[config.mk]
export PLATFORM = sky130hd
export DESIGN_NAME = ps2_host_tx
export DESIGN_NICKNAME = d
export VERILOG_FILES = /design/src/rtl/ps2_host_tx.sv
export SDC_FILE = /design/constraint.sdc
export NUM_CORES = 1
export LEC_CHECK = 0
export ABC_AREA = 0
export CORE_UTILIZATION = 65
export DETAILED_ROUTE_END_ITERATION = 10
export DONT_BUFFER_PORTS = 1
export PLACE_DENSITY = 0.81
export SYNTH_ARGS = -nofsm -noshare
export SYNTH_HDL_FRONTEND = slang
export SYNTH_SLANG_ARGS = --single-unit
[constraint.sdc]
create_clock -name clk -period 3.2 [get_ports clk]
set_input_delay 0.16 -clock clk [delete_from_list [all_inputs] [get_ports clk]]
set_output_delay 0.16 -clock clk [all_outputs]
set_load 0.05 [all_outputs]
[src/rtl/ps2_host_tx.sv]
// PS/2 host-to-device transmitter: inhibits the bus, requests to send, then shifts
// one byte plus odd parity out on the device-generated clock and waits for the ACK.
module ps2_host_tx #(
    parameter int INHIBIT_CYCLES = 6000,
    parameter int RTS_CYCLES     = 250,
    parameter int TIMEOUT_CYCLES = 750000
) (
    input  logic       clk,
    input  logic       resetn,
    input  logic [7:0] tx_data,
    input  logic       tx_valid,
    output logic       tx_ready,
    input  logic       ps2_clk_in,
    input  logic       ps2_dat_in,
    output logic       ps2_clk_drive_low,
    output logic       ps2_dat_drive_low,
    output logic       done,
    output logic       error,
    output logic       busy
);

    localparam int DLY_MAX = (INHIBIT_CYCLES > RTS_CYCLES) ? INHIBIT_CYCLES : RTS_CYCLES;
    localparam int DW      = $clog2(DLY_MAX + 1);
    localparam int WW      = $clog2(TIMEOUT_CYCLES + 1);

    localparam logic [DW-1:0] INH_LAST = DW'(INHIBIT_CYCLES - 1);
    localparam logic [DW-1:0] RTS_LAST = DW'(RTS_CYCLES - 1);
    localparam logic [WW-1:0] WD_LAST  = WW'(TIMEOUT_CYCLES - 1);

    typedef enum logic [2:0] {
        S_IDLE,
        S_INHIBIT,
        S_RTS,
        S_SEND,
        S_ACK,
        S_WAIT_IDLE
    } state_t;

    state_t        state;
    logic [DW-1:0] dly_cnt;
    logic [WW-1:0] wdog;
    logic [3:0]    bit_idx;
    logic [8:0]    shreg;

    logic [1:0] clk_sync;
    logic [1:0] dat_sync;
    logic       clk_prev;
    logic       clk_s;
    logic       dat_s;
    logic       fe;

    // Synchronisers reset to the idle-high bus level so reset never fakes an edge.
    always_ff @(posedge clk) begin
        if (!resetn) begin
            clk_sync <= 2'b11;
            dat_sync <= 2'b11;
            clk_prev <= 1'b1;
        end else begin
            clk_sync <= {clk_sync[0], ps2_clk_in};
            dat_sync <= {dat_sync[0], ps2_dat_in};
            clk_prev <= clk_sync[1];
        end
    end

    assign clk_s = clk_sync[1];
    assign dat_s = dat_sync[1];
    assign fe    = clk_prev & ~clk_s;

    always_ff @(posedge clk) begin
        if (!resetn) begin
            state             <= S_IDLE;
            dly_cnt           <= '0;
            wdog              <= '0;
            bit_idx           <= '0;
            shreg             <= '0;
            ps2_clk_drive_low <= 1'b0;
            ps2_dat_drive_low <= 1'b0;
            tx_ready          <= 1'b1;
            busy              <= 1'b0;
            done              <= 1'b0;
            error             <= 1'b0;
        end else begin
            done  <= 1'b0;
            error <= 1'b0;
            case (state)
                S_IDLE: begin
                    // tx_ready is held low for the first IDLE cycle after a pulse.
                    if (tx_ready && tx_valid) begin
                        shreg             <= {~^tx_data, tx_data};
                        dly_cnt           <= '0;
                        ps2_clk_drive_low <= 1'b1;
                        tx_ready          <= 1'b0;
                        busy              <= 1'b1;
                        state             <= S_INHIBIT;
                    end else begin
                        tx_ready <= 1'b1;
                    end
                end
                S_INHIBIT: begin
                    if (dly_cnt == INH_LAST) begin
                        dly_cnt           <= '0;
                        ps2_dat_drive_low <= 1'b1;
                        state             <= S_RTS;
                    end else begin
                        dly_cnt <= dly_cnt + 1'b1;
                    end
                end
                S_RTS: begin
                    if (dly_cnt == RTS_LAST) begin
                        dly_cnt           <= '0;
                        ps2_clk_drive_low <= 1'b0;
                        bit_idx           <= '0;
                        wdog              <= '0;
                        state             <= S_SEND;
                    end else begin
                        dly_cnt <= dly_cnt + 1'b1;
                    end
                end
                S_SEND: begin
                    if (fe) begin
                        wdog    <= '0;
                        bit_idx <= bit_idx + 4'd1;
                        if (bit_idx == 4'd9) begin
                            ps2_dat_drive_low <= 1'b0;
                            state             <= S_ACK;
                        end else begin
                            ps2_dat_drive_low <= ~shreg[0];
                            shreg             <= {1'b0, shreg[8:1]};
                        end
                    end else if (wdog == WD_LAST) begin
                        error             <= 1'b1;
                        ps2_clk_drive_low <= 1'b0;
                        ps2_dat_drive_low <= 1'b0;
                        busy              <= 1'b0;
                        state             <= S_IDLE;
                    end else begin
                        wdog <= wdog + 1'b1;
                    end
                end
                S_ACK: begin
                    if (fe) begin
                        wdog <= '0;
                        if (!dat_s) begin
                            state <= S_WAIT_IDLE;
                        end else begin
                            error <= 1'b1;
                            busy  <= 1'b0;
                            state <= S_IDLE;
                        end
                    end else if (wdog == WD_LAST) begin
                        error             <= 1'b1;
                        ps2_clk_drive_low <= 1'b0;
                        ps2_dat_drive_low <= 1'b0;
                        busy              <= 1'b0;
                        state             <= S_IDLE;
                    end else begin
                        wdog <= wdog + 1'b1;
                    end
                end
                S_WAIT_IDLE: begin
                    if (clk_s && dat_s) begin
                        done  <= 1'b1;
                        busy  <= 1'b0;
                        state <= S_IDLE;
                    end else if (wdog == WD_LAST) begin
                        error             <= 1'b1;
                        ps2_clk_drive_low <= 1'b0;
                        ps2_dat_drive_low <= 1'b0;
                        busy              <= 1'b0;
                        state             <= S_IDLE;
                    end else begin
                        wdog <= wdog + 1'b1;
                    end
                end
                default: begin
                    ps2_clk_drive_low <= 1'b0;
                    ps2_dat_drive_low <= 1'b0;
                    busy              <= 1'b0;
                    state             <= S_IDLE;
                end
            endcase
        end
    end

endmodule
; After elaboration in Yosys (flattened, before gate mapping)
; Index checks and enable logic that the tools add are counted.
[word_totals]
out_inout_bits = 6
memories = 0
input_bits = 13
mem_bits_ro = 0
ff_bits = 60
ramBits = 0
latch_bits = 0
[op_classes]
bitwise_logic = 6
n_lt_le_gt_ge = 0
n_shift = 0
div = 0
mux = 53
n_eq_ne = 20
n_reduce_logical = 20
addsub = 3
n_mul = 0
[ops]
columns = op, count
row1 = $mux 20, 4
row2 = $pmux 20 s3, 1
row3 = $mux 13, 3
row4 = $pmux 13 s3, 1
row5 = $mux 3, 9
row6 = $mux 9, 3
row7 = $mux 1, 23
row8 = $add 20x1->20 const B, 1
row9 = $eq 20x20->1 const B, 1
row10 = $ne 2x2->1 const B, 9
row11 = $pmux 3 s6, 1
row12 = $pmux 9 s2, 1
row13 = $reduce_and 4->1, 4
row14 = $pmux 1 s5, 3
row15 = $add 13x1->13 const B, 1
row16 = $eq 13x13->1 const B, 1
row17 = $eq 13x8->1 const B, 1
row18 = $mux 4, 2
row19 = $pmux 4 s2, 1
row20 = $reduce_xnor 8->1, 1
row21 = $eq 3x2->1 const B, 2
row22 = $eq 3x3->1 const B, 2
row23 = $ne 3x3->1 const B, 2
row24 = $reduce_and 3->1, 2
row25 = other kinds (13), 23

; Depth between registers and ports, before layout
[logic_depth]
word_depth = 4
ltp_mapped = 8

; Worst setup path before layout
; OpenSTA, ideal clock, no wires.
[synth_timing]
kind = reg-to-reg
startpoint = reg wdog[9]
endpoint = reg state[0]
slack_ps = 1116
path_stages_with_launch = 7
setup_time_ps = 130
arrival_time_ps = 1954
required_time_ps = 3070
path_cell_list = dfxtp_1 -> or4b_1 -> or4_4 -> or2_0 -> buf_6 -> a31oi_4 -> o22ai_1
[synth_via]
elab_chain_cells = 4
elab_cells_between_ends = 6
cone_classes = eq/ne: 1 / mux: 5
[synth_lines]
columns = element, line
row1 = "start, declared", 41  ; logic [WW-1:0] wdog;
row2 = "start signal, assigned", 137  ; wdog <= wdog + 1'b1;
row3 = "start signal, assigned", 157  ; wdog <= wdog + 1'b1;
row4 = "start signal, assigned", 172  ; wdog <= wdog + 1'b1;
row5 = $eq 20x20->1 *, "130, 150, 165"
row6 = $mux 3 *, -
row7 = $mux 3 (on tied branches), -
row8 = $pmux 3 s6 *, -
row9 = "end signal, assigned", 135  ; state <= S_IDLE;
row10 = "end signal, assigned", 155  ; state <= S_IDLE;
row11 = "end signal, assigned", 164  ; state <= S_IDLE;
row12 = "end, declared", 39  ; state_t state;
; Mark *: on every way between the ends. The rest lies on a longest branch, timed or not.
; A chain may end at the register's enable or synchronous reset.

; Final worst setup path
[layout_timing]
startpoint = reg dly_cnt[3]
endpoint = reg dly_cnt[11]
[layout_via]
elab_chain_cells = 3
elab_cells_between_ends = 6
cone_classes = add/sub: 1 / eq/ne: 2 / mux: 3
[layout_lines]
columns = element, line
row1 = "start, declared", 40  ; logic [DW-1:0] dly_cnt;
row2 = "start signal, assigned", 105  ; dly_cnt <= dly_cnt + 1'b1;
row3 = "start signal, assigned", 116  ; dly_cnt <= dly_cnt + 1'b1;
row4 = $add 13x1->13 (tied with other cells), "105, 116"
row5 = $mux 13 (on tied branches), "109, 100"
row6 = $pmux 13 s3 *, 85  ; case (state)
; Marks and branches as above.

==> implementation parameters <==
Parameter                              Value

Outcome
  Run status ... finished clean

Logic synthesis
  #FFs+latches synth ... 60
  Mean post-synth cell area ... 7.97 µm²
  Primary FF master, synth ... sky130_fd_sc_hd__dfxtp_1
  Sequential element share of the synthesized area ... 0.366
  Top area cells in the synthesized netlist ... sky130_fd_sc_hd__dfxtp_1, sky130_fd_sc_hd__nand2_1, sky130_fd_sc_hd__a21oi_1
  Library cells used by synthesis ... 62
  Post-synthesis net count ... 430
  Count of flip-flops with a built-in enable after synthesis ... 0
  Fraction of synthesis flops using an asynchronous set or reset pin ... 0
  Largest area contributor in the synthesized netlist ... sky130_fd_sc_hd__dfxtp_1
  Yosys synthesis warning count ... 0
  Cells after synthesis ... 412
  Netlist area before placement ... 0.00329 mm²
  Fraction of post-synthesis cell area in the top cell type by area ... 0.366

CTS
  CTS-repair resized insts ... 0
  Clock latency on the worst-skew pair ... 0.35 ns
  Post-CTS setup buffers ... 0
  Clock transition time at the flip-flop clock pins of the worst setup and hold paths ... 0.07 ns
  H-tree depth reported by CTS ... 3
  Number of CTS-inserted buffers ... 9
  Sinks on the clock net ... 60
  Clock root cell ... sky130_fd_sc_hd__clkbuf_8
  Largest buffer count on any clock path ... 2
  Clock tree from TritonCTS ... built

STA
  Setup repair after global routing missed its margin ... false
  Hold Violations, Final ... 0
  Relative slew slack ... 0.498
  Worst Skew ... 0.00849 ns
  Final slew viol count ... 0
  Hold WS ... 0.00708 ns
  FMAX ... 425 MHz
  Sum Neg Setup Slack ... 0 ns
  Least setup slack across all paths after layout ... 0.847 ns
  Number of setup violations in the final report ... 0
  Slew of the pin with the lowest slew margin ... 0.749 ns
  Crit path time final ... 2.35 ns
  Fraction of the cycle the final worst path needs ... 0.735

Setup path
  Crit. End Element ... register
  Beginning of the worst register-to-register path ... dly_cnt[3]
  Logic depth of the worst register-to-register path ... 5
  Chain of cells forming the critical path ... nor4b_1 -> a311o_1 -> a21boi_2 -> nor3_1 -> a311o_1
  Reg2reg setup slack ... 0.85 ns
  Arrival time at the worst endpoint ... 2.59 ns
  Startpoint type of the worst setup path ... register
  Worst Setup SP ... dly_cnt[3]
  Last element of the critical path ... dly_cnt[11]
  Required time reported for the critical path endpoint ... 3.44 ns
  Max incr delay on CP ... 0.48 ns
  Slowest cell on the critical path ... sky130_fd_sc_hd__nor4b_1
  Critical R2R Capture ... dly_cnt[11]
  Biggest fanout along the worst timing path ... 9
  Path type of the worst setup path ... register to register
  Cell repeated most along the worst path ... sky130_fd_sc_hd__a311o_1

Die
  Die Width ... 73.1 µm
  Area inside the core boundary ... 0.00479 mm²
  Floorplan row count ... 25
  Die area ... 0.00534 mm²
  # IOs ... 19
  Starting utilization of the core area ... 0.687
  Die height ... 73.1 µm

Drt
  Vias ... 3172
  Routed wire length ... 7900 µm
  Mean routed wirelength per cell ... 16.1 µm
  Post-detailed-route DRC marker count ... 0
  Residual antenna-violating net count after detailed routing ... 0
  Drt first pass iters ... 5
  Iteration-0 DRC Markers ... 320
  Vias per std cell ... 6.47

Placed design
  Port buffer count ... 0
  Cell total after placement ... 462
  Routability congestion estimate from global placement ... 0.922
  Setup slack at placement ... 0.899 ns
  HPWL reported at the end of detailed placement ... 5010 µm

Run
  Max Cap Violations ... 0

Min path
  Worst hold path type ... input pin to register

Global route
  Total overflow reported by the global router ... 0
  Antenna violations before repair ... 0
  Pin count of the biggest net entering global routing ... 23
  Wire length of the first global-routing pass ... 13200 µm
  Via count of the first global-routing pass ... 2754
  Tot GR Track Use ... 0.323

Pwr
  Leakage ... 1.22 nW
  Power per cell area ... 688 mW/mm²
  Worst supply voltage drop on vdd ... 0.654 mV
  Overall Power ... 2.52 mW

Cells and area
  Layout overhead on the synthesized area ... 11.5%
  Post-Layout Cell Count ... 490
  ANT cells ... 0
  Share of post-route cells with drive strength above 1 ... 0.0733
  Total Nets Final ... 436
==> layer usage <==
layer,part of all wire,track usage
met1,0.46,0.446
met3,0.065,0.0718
met2,0.44,0.474
met4,0.030,0.157
met5,0,0
==> worst max-delay path: cells and delay by family, from the launching register on <==
family / cells / cell delay [ns]
AOI/OAI and AO/OA: 3 / 1.19
DFF: 1 / 0.44
and+or+nand+nor: 2 / 0.60
==> final cells by class <==
type / instances / area, µm²
Multi-Input combinational cell: 315 / 1930
Sequential cell: 60 / 1200
Fill cell: 355 / 1120
Timing Repair Buffer: 21 / 188
Clock buffer: 11 / 141
Tap cell: 67 / 83.8
Clock inverter: 5 / 75.1
Inverter: 11 / 41.3
==> sequential cells by signal, summed over array words and instances, names as in the netlist, 2 cells and up <==
register and cells:
wdog 20, shreg 9, dly_cnt 13, bit_idx 4
clk_sync 2, dat_sync 2, state 3
==> placed cells by master, fill, tap and decap left out, drive strengths merged, types with 4 or more instances in the layout <==
cell | netlist | final
dfxtp | 60 | 60
nand2 | 45 | 45
nor2 | 35 | 35
a21oi | 29 | 29
o21ai | 20 | 20
nand3 | 19 | 19
a311oi | 13 | 13
dlygate4sd3 | 0 | 12
inv | 11 | 11
nor3 | 11 | 11
clkbuf | 19 | 11
a31oi | 10 | 10
and3 | 9 | 9
nand4 | 9 | 9
buf | 7 | 9
nand2b | 8 | 8
a211oi | 8 | 8
xnor2 | 8 | 8
xor2 | 7 | 7
nor2b | 5 | 5
nand4b | 5 | 5
or3 | 5 | 5
ha | 5 | 5
and4 | 4 | 4
nand3b | 4 | 4
o22ai | 4 | 4
o211ai | 4 | 4
or4 | 4 | 4
==> cell families after synthesis <==
group,synth area share
AO/OA/AOI/OAI,0.237
adder cells (fa/ha/maj),0.0190
flip-flops,0.366
AND/OR/NAND/NOR,0.289
XOR/XNOR,0.0400
buffers and inverters,0.0461
multiplexers,0.00305
==> per-stage QoR <==
stage,instance area [µm²],util
after floorplan,3290,-
after global placement,3330,0.695
after detailed placement,3330,0.695
after CTS,3660,0.765
after global routing,3660,0.765
final,3660,0.765
==> synth_stat cells (7+ instances only) <==
master,number
sky130_fd_sc_hd__a211oi_1,8
sky130_fd_sc_hd__a21oi_1,29
sky130_fd_sc_hd__a311oi_1,13
sky130_fd_sc_hd__a31oi_1,9
sky130_fd_sc_hd__and3_1,9
sky130_fd_sc_hd__clkbuf_1,19
sky130_fd_sc_hd__dfxtp_1,60
sky130_fd_sc_hd__inv_1,11
sky130_fd_sc_hd__nand2_1,45
sky130_fd_sc_hd__nand2b_1,8
sky130_fd_sc_hd__nand3_1,19
sky130_fd_sc_hd__nand4_1,9
sky130_fd_sc_hd__nor2_1,34
sky130_fd_sc_hd__nor3_1,11
sky130_fd_sc_hd__o21ai_0,15
sky130_fd_sc_hd__xnor2_1,8
sky130_fd_sc_hd__xor2_1,7
==> how the worst min path moves through the flow <==
stage | depth (start not counted) | endpoint | start
after detailed placement | 1 | clk_sync[0] | resetn
after global routing | 2 | wdog[17] | resetn
after CTS | 2 | wdog[19] | resetn
final | 2 | wdog[17] | resetn
after floorplan | 1 | clk_sync[0] | ps2_clk_in
after global placement | 1 | clk_sync[1] | resetn
==> power by group <==
group / internal, mW / switching, mW / leakage (nW)
logic: 0.279 / 0.505 / 0.619
clock network: 0.456 / 0.306 / 0.113
registers: 0.835 / 0.138 / 0.488
==> repair_timing <==
action | CTS | global route
endpoints found under the setup margin | 0 | 0
hold endpoints to repair | 25 | 0
hold buffers | 12 | 0
Power figures use the tool's default switching activity.
